==> config.mk <==
export PLATFORM = sky130hd
export DESIGN_NAME = data_mem_port_flat
export DESIGN_NICKNAME = d
export VERILOG_FILES = /design/src/rtl/data_mem_port_if.sv /design/src/rtl/data_mem_port.sv /design/src/flat_wrapper.sv
export SDC_FILE = /design/constraint.sdc
export NUM_CORES = 1
export LEC_CHECK = 0
export BUFFER_PORTS_ARGS = -buffer_cell sky130_fd_sc_hd__buf_2
export CAP_MARGIN = 20
export CORE_MARGIN = 4
export CORE_UTILIZATION = 44
export DETAILED_ROUTE_END_ITERATION = 10
export PLACE_DENSITY = 0.79
export SYNTH_ARGS = -nofsm -noshare
export SYNTH_HDL_FRONTEND = slang
export SYNTH_SLANG_ARGS = --single-unit
==> constraint.sdc <==
create_clock -name clk -period 3.46 [get_ports clk]
set_input_delay 0.173 -clock clk [delete_from_list [all_inputs] [get_ports clk]]
set_output_delay 0.173 -clock clk [all_outputs]
set_load 0.05 [all_outputs]
==> src/rtl/data_mem_port_if.sv <==
`default_nettype none
// ============================================================================
//  Module   : data_mem_port_if
//  Brief    : Bus-side handshake bundle between the data memory port and the
//             external memory/bus slave.
//  Revision : 1.0 - initial release
// ============================================================================
interface data_mem_port_if;
    logic        bus_req;
    logic        bus_we;
    logic [31:0] bus_addr;
    logic [31:0] bus_wdata;
    logic        bus_ack;
    logic        bus_err;
    logic [31:0] bus_rdata;

    modport master (
        output bus_req, bus_we, bus_addr, bus_wdata,
        input  bus_ack, bus_err, bus_rdata
    );

    modport slave (
        input  bus_req, bus_we, bus_addr, bus_wdata,
        output bus_ack, bus_err, bus_rdata
    );
endinterface
`default_nettype wire

==> src/rtl/data_mem_port.sv <==
`default_nettype none
// ============================================================================
//  Module   : data_mem_port
//  Brief    : Core load/store to single-outstanding bus bridge (IDLE/WAIT/DONE).
//             Optional WAIT watchdog enabled by DATA_MEM_PORT_TIMEOUT_EN.
//  Revision : 1.0 - initial release
// ============================================================================
module data_mem_port #(
    parameter int TIMEOUT_CYCLES = 255
) (
    input  wire         clk,
    input  wire         reset,
    input  wire  [31:0] data_addr,
    input  wire         should_read_mem,
    input  wire         should_write_mem,
    input  wire  [31:0] mem_write_data,
    output logic [31:0] mem_read_data,
    output logic        mem_busy,
    output logic        mem_fault,
    data_mem_port_if.master bus
);

    localparam logic [1:0] C_IDLE = 2'd0;
    localparam logic [1:0] C_WAIT = 2'd1;
    localparam logic [1:0] C_DONE = 2'd2;

    logic [1:0]  r_state;
    logic [1:0]  w_next;
    logic [31:0] r_addr;
    logic [31:0] r_wdata;
    logic        r_we;
    logic [31:0] r_rdata;
    logic        r_fault;
    logic        w_req;
    logic        w_timeout;
    logic [1:0]  w_unused_lsb;

    assign w_req        = should_read_mem | should_write_mem;
    assign w_unused_lsb = data_addr[1:0];

`ifdef DATA_MEM_PORT_TIMEOUT_EN
    logic [7:0] r_cnt;

    // Fires on the last permitted WAIT cycle so DONE follows exactly
    // TIMEOUT_CYCLES WAIT cycles after entry.
    assign w_timeout = (r_state == C_WAIT) && (r_cnt == 8'(TIMEOUT_CYCLES - 1));

    always_ff @(posedge clk or posedge reset) begin
        if (reset) begin
            r_cnt <= 8'd0;
        end else if (r_state != C_WAIT) begin
            r_cnt <= 8'd0;
        end else if (!bus.bus_ack && !bus.bus_err) begin
            r_cnt <= r_cnt + 8'd1;
        end
    end
`else
    assign w_timeout = 1'b0;
`endif

    always_ff @(posedge clk or posedge reset) begin
        if (reset) begin
            r_state <= C_IDLE;
        end else begin
            r_state <= w_next;
        end
    end

    always_comb begin
        w_next = r_state;
        case (r_state)
            C_IDLE:  if (w_req) w_next = C_WAIT;
            C_WAIT:  if (bus.bus_ack || bus.bus_err || w_timeout) w_next = C_DONE;
            C_DONE:  w_next = C_IDLE;
            default: w_next = C_IDLE;
        endcase
    end

    always_comb begin
        mem_busy    = 1'b0;
        bus.bus_req = 1'b0;
        case (r_state)
            C_IDLE: mem_busy = w_req;
            C_WAIT: begin
                mem_busy    = 1'b1;
                bus.bus_req = 1'b1;
            end
            default: ;
        endcase
    end

    // Request latch and response capture; err outranks ack, ack outranks timeout.
    always_ff @(posedge clk or posedge reset) begin
        if (reset) begin
            r_addr  <= 32'd0;
            r_wdata <= 32'd0;
            r_we    <= 1'b0;
            r_rdata <= 32'd0;
            r_fault <= 1'b0;
        end else begin
            case (r_state)
                C_IDLE: begin
                    if (w_req) begin
                        r_addr  <= {data_addr[31:2], 2'b00};
                        r_wdata <= mem_write_data;
                        r_we    <= should_write_mem;
                    end
                end
                C_WAIT: begin
                    if (bus.bus_err || (!bus.bus_ack && w_timeout)) begin
                        r_rdata <= 32'd0;
                        r_fault <= 1'b1;
                    end else if (bus.bus_ack && !r_we) begin
                        r_rdata <= bus.bus_rdata;
                    end
                end
                default: ;
            endcase
        end
    end

    assign bus.bus_we    = r_we;
    assign bus.bus_addr  = r_addr;
    assign bus.bus_wdata = r_wdata;
    assign mem_read_data = r_rdata;
    assign mem_fault     = r_fault;

endmodule
`default_nettype wire

==> src/flat_wrapper.sv <==
// flat-port wrapper written by rule: the top's interface ports become plain ports
module data_mem_port_flat 
#(
    parameter int TIMEOUT_CYCLES = 255
)
  (clk, reset, data_addr, should_read_mem, should_write_mem, mem_write_data, mem_read_data, mem_busy, mem_fault, bus_bus_req, bus_bus_we, bus_bus_addr, bus_bus_wdata, bus_bus_ack, bus_bus_err, bus_bus_rdata);
  data_mem_port_if bus_i ();
  input  wire clk;
  input  wire reset;
  input  wire  [31:0] data_addr;
  input  wire should_read_mem;
  input  wire should_write_mem;
  input  wire  [31:0] mem_write_data;
  output logic [31:0] mem_read_data;
  output logic mem_busy;
  output logic mem_fault;
  output wire logic [$bits(bus_i.bus_req)-1:0] bus_bus_req;
  output wire logic [$bits(bus_i.bus_we)-1:0] bus_bus_we;
  output wire logic [$bits(bus_i.bus_addr)-1:0] bus_bus_addr;
  output wire logic [$bits(bus_i.bus_wdata)-1:0] bus_bus_wdata;
  input wire logic [$bits(bus_i.bus_ack)-1:0] bus_bus_ack;
  input wire logic [$bits(bus_i.bus_err)-1:0] bus_bus_err;
  input wire logic [$bits(bus_i.bus_rdata)-1:0] bus_bus_rdata;
  assign bus_bus_req = bus_i.bus_req;
  assign bus_bus_we = bus_i.bus_we;
  assign bus_bus_addr = bus_i.bus_addr;
  assign bus_bus_wdata = bus_i.bus_wdata;
  assign bus_i.bus_ack = bus_bus_ack;
  assign bus_i.bus_err = bus_bus_err;
  assign bus_i.bus_rdata = bus_bus_rdata;
  data_mem_port #(.TIMEOUT_CYCLES(TIMEOUT_CYCLES)) u_core (.clk(clk), .reset(reset), .data_addr(data_addr), .should_read_mem(should_read_mem), .should_write_mem(should_write_mem), .mem_write_data(mem_write_data), .mem_read_data(mem_read_data), .mem_busy(mem_busy), .mem_fault(mem_fault), .bus(bus_i));
endmodule
==> out/qor.txt <==
Fmax - 519 MHz
Fin worst setup slack - 1.53 ns
First-pass GRT wire length - 12900 µm
Least-Margin Pin Slew - 0.589 ns
EDFF count, synth - 0
Final hold vios - 0
Vias in the first global route - 2706
Antenna Cells - 0
WS Path Type - flip-flop to output port
Die ar. - 0.00988 mm²
GPL Wtd Cong - 0.728
Multi-input gate area - 0.00109 mm²
CTS resizes - 0
Finish-stage setup viols - 0
Port buffer count - 197
Data required, critical path - 3.29 ns
CP Launch Type - flip-flop
Post-place setup slack - 1.49 ns
DR vias - 2520
Worst-path clk slew - 0.09 ns
Initial core utilization - 45.0%
CTS tree - built
Synthesized flop and latch total - 98
CP Max Fanout - 12
Drt first-iter violations - 24
Clock tree root driver cell - clkbuf_8
CTS Buf Count - 9
Yosys Warn Count - 0
Vias/cell - 4.75
Area of the core - 0.00818 mm²
Final wirelength - 8170 µm
Clk sink count - 98
Worst-Skew Late Latency - 0.34 ns
Sequential area share after synthesis - 66.7%
Max Clock Skew - 0.0147 ns
Most frequent cells in the layout - 197 x buf_2, 98 x dfrtp_1, 48 x mux2_1, 32 x a22o_1, 15 x mux2_2
Status - completed
Cell variety after synth - 17
Standard-cell row count - 33
Die Wd - 99.4 µm
HP Class - input pin to flip-flop
Residual DRC - 0
Post-DRT Antenna Nets - 0
GRT overflow - 0
Ratio of cells with drive above 1 in the final layout - 55.6%
Fin nets - 524
Finished Cell Area - 0.00502 mm²
Min cycle time layout - 1.93 ns
Synthesized cell area - 0.00368 mm²
RSZ-0062 raised after global routing - no
Max cap viols - 0
Fin crit share - 55.7%
Detailed Place HPWL - 6190 µm
GR Util All Layers - 16.4%
CP endpoint kind - output port
Worst path arrival time - 1.75 ns
Die Y - 99.4 µm
Pre-antenna DRT Iters - 4
Layout area overhead - 36.7%
Synth Flop Type - dfrtp_1
Slew Viols, Final - 0
Routed WL per cell - 15.4 µm
Setup Total Neg Slack - 0 ns
Max-Slew Margin vs Limit - 60.6%
Pin count of the biggest net entering global routing - 88
Cells after Synth - 222
Post-Syn Area per Cell - 16.6 µm²
Depth of the CTS H-tree - 3
I/O pin count - 202
Placed Area - 0.00471 mm²
Max clock buf depth - 2
Initial antenna violation count - 0
Register area - 0.00245 mm²
Most common cell after layout, fill and taps aside - buf_2
Async set-reset flop share out of synthesis - 100%
Fill cells - 657
==> sequential cells by signal, indices dropped and copies added (netlist names) <==
signal	count
u_core.bus.bus_we	1
u_core.mem_read_data	32
u_core.bus.bus_addr	30
u_core.r_state	2
u_core.mem_fault	1
u_core.bus.bus_wdata	32
==> per-layer routing <==
metal,global-route usage (%),routed length (µm),part of all wire (%),vias to the layer above
met5,0,0,0,-
met4,5.15,101,1.2,0
met3,5.12,776,9.5,10
met2,28.4,4120,50,113
met1,19.4,3170,39,1205
li1,-,-,-,1192
==> area by class of cell <==
class,instances,share of cell area [%]
inverter,2,0.199
clock inverter,4,1.97
timing repair buffer,203,21.6
clock buffer,11,3.01
sequential,98,48.8
tap,105,2.62
multi-input combinational,108,21.8
==> per-stage QoR <==
stage,instances,utilization [%],hold slack [ns]
after floorplan,223,-,0.290
after global placement,513,57.6,0.387
after detailed placement,513,57.6,0.392
after CTS,528,60.7,0.0199
after global routing,531,61.4,0.0191
final,531,61.4,0.0380
==> final timing paths <==
kind	from	slack (ns)	to	cells after the start
min reg2reg	u_core.mem_fault	0.46	u_core.mem_fault	1
min	bus_bus_rdata[31]	0.04	u_core.mem_read_data[31]	2
max in group asynchronous	reset	2.27	u_core.mem_read_data[22]	5
max reg2reg	u_core.r_state[0]	1.61	u_core.bus.bus_addr[26]	3
min in group asynchronous	reset	0.37	u_core.bus.bus_addr[10]	3
max	u_core.r_state[0]	1.53	mem_busy	3
==> cells by family after synthesis <==
family | synth area share, %
flip-flops | 66.7
multiplexers | 19.3
AO/OA/AOI/OAI | 8.27
buffers and inverters | 3.81
AND/OR/NAND/NOR | 1.80
other | 0.102
==> synthesized netlist by cell type, types with 2 or more instances <==
| library cell | instances | area share [%] |
|---|---|---|
| a22o_1 | 32 | 7.6 |
| dfrtp_1 | 98 | 67 |
| mux2_2 | 15 | 4.6 |
| buf_4 | 3 | 0.61 |
| inv_1 | 2 | 0.20 |
| nor2_1 | 3 | 0.31 |
| a21o_1 | 2 | 0.41 |
| buf_6 | 8 | 2.5 |
| mux2_1 | 48 | 15 |
| buf_2 | 4 | 0.54 |
==> critical path, cell delays in order, from the launching register on <==
cell and delay [ns]:
dfrtp_1 0.43, nor3_4 0.55, nand2b_1 0.18, buf_2 0.26
==> what timing repair did <==
action                                 CTS  global route
buffers inserted                         0             0
hold buffers                             0             1
endpoints found under the hold margin    0            31
Power is left out: the tool's default activity adds up to more than one toggle a clock period on the data nets, which glitch-free logic cannot reach.
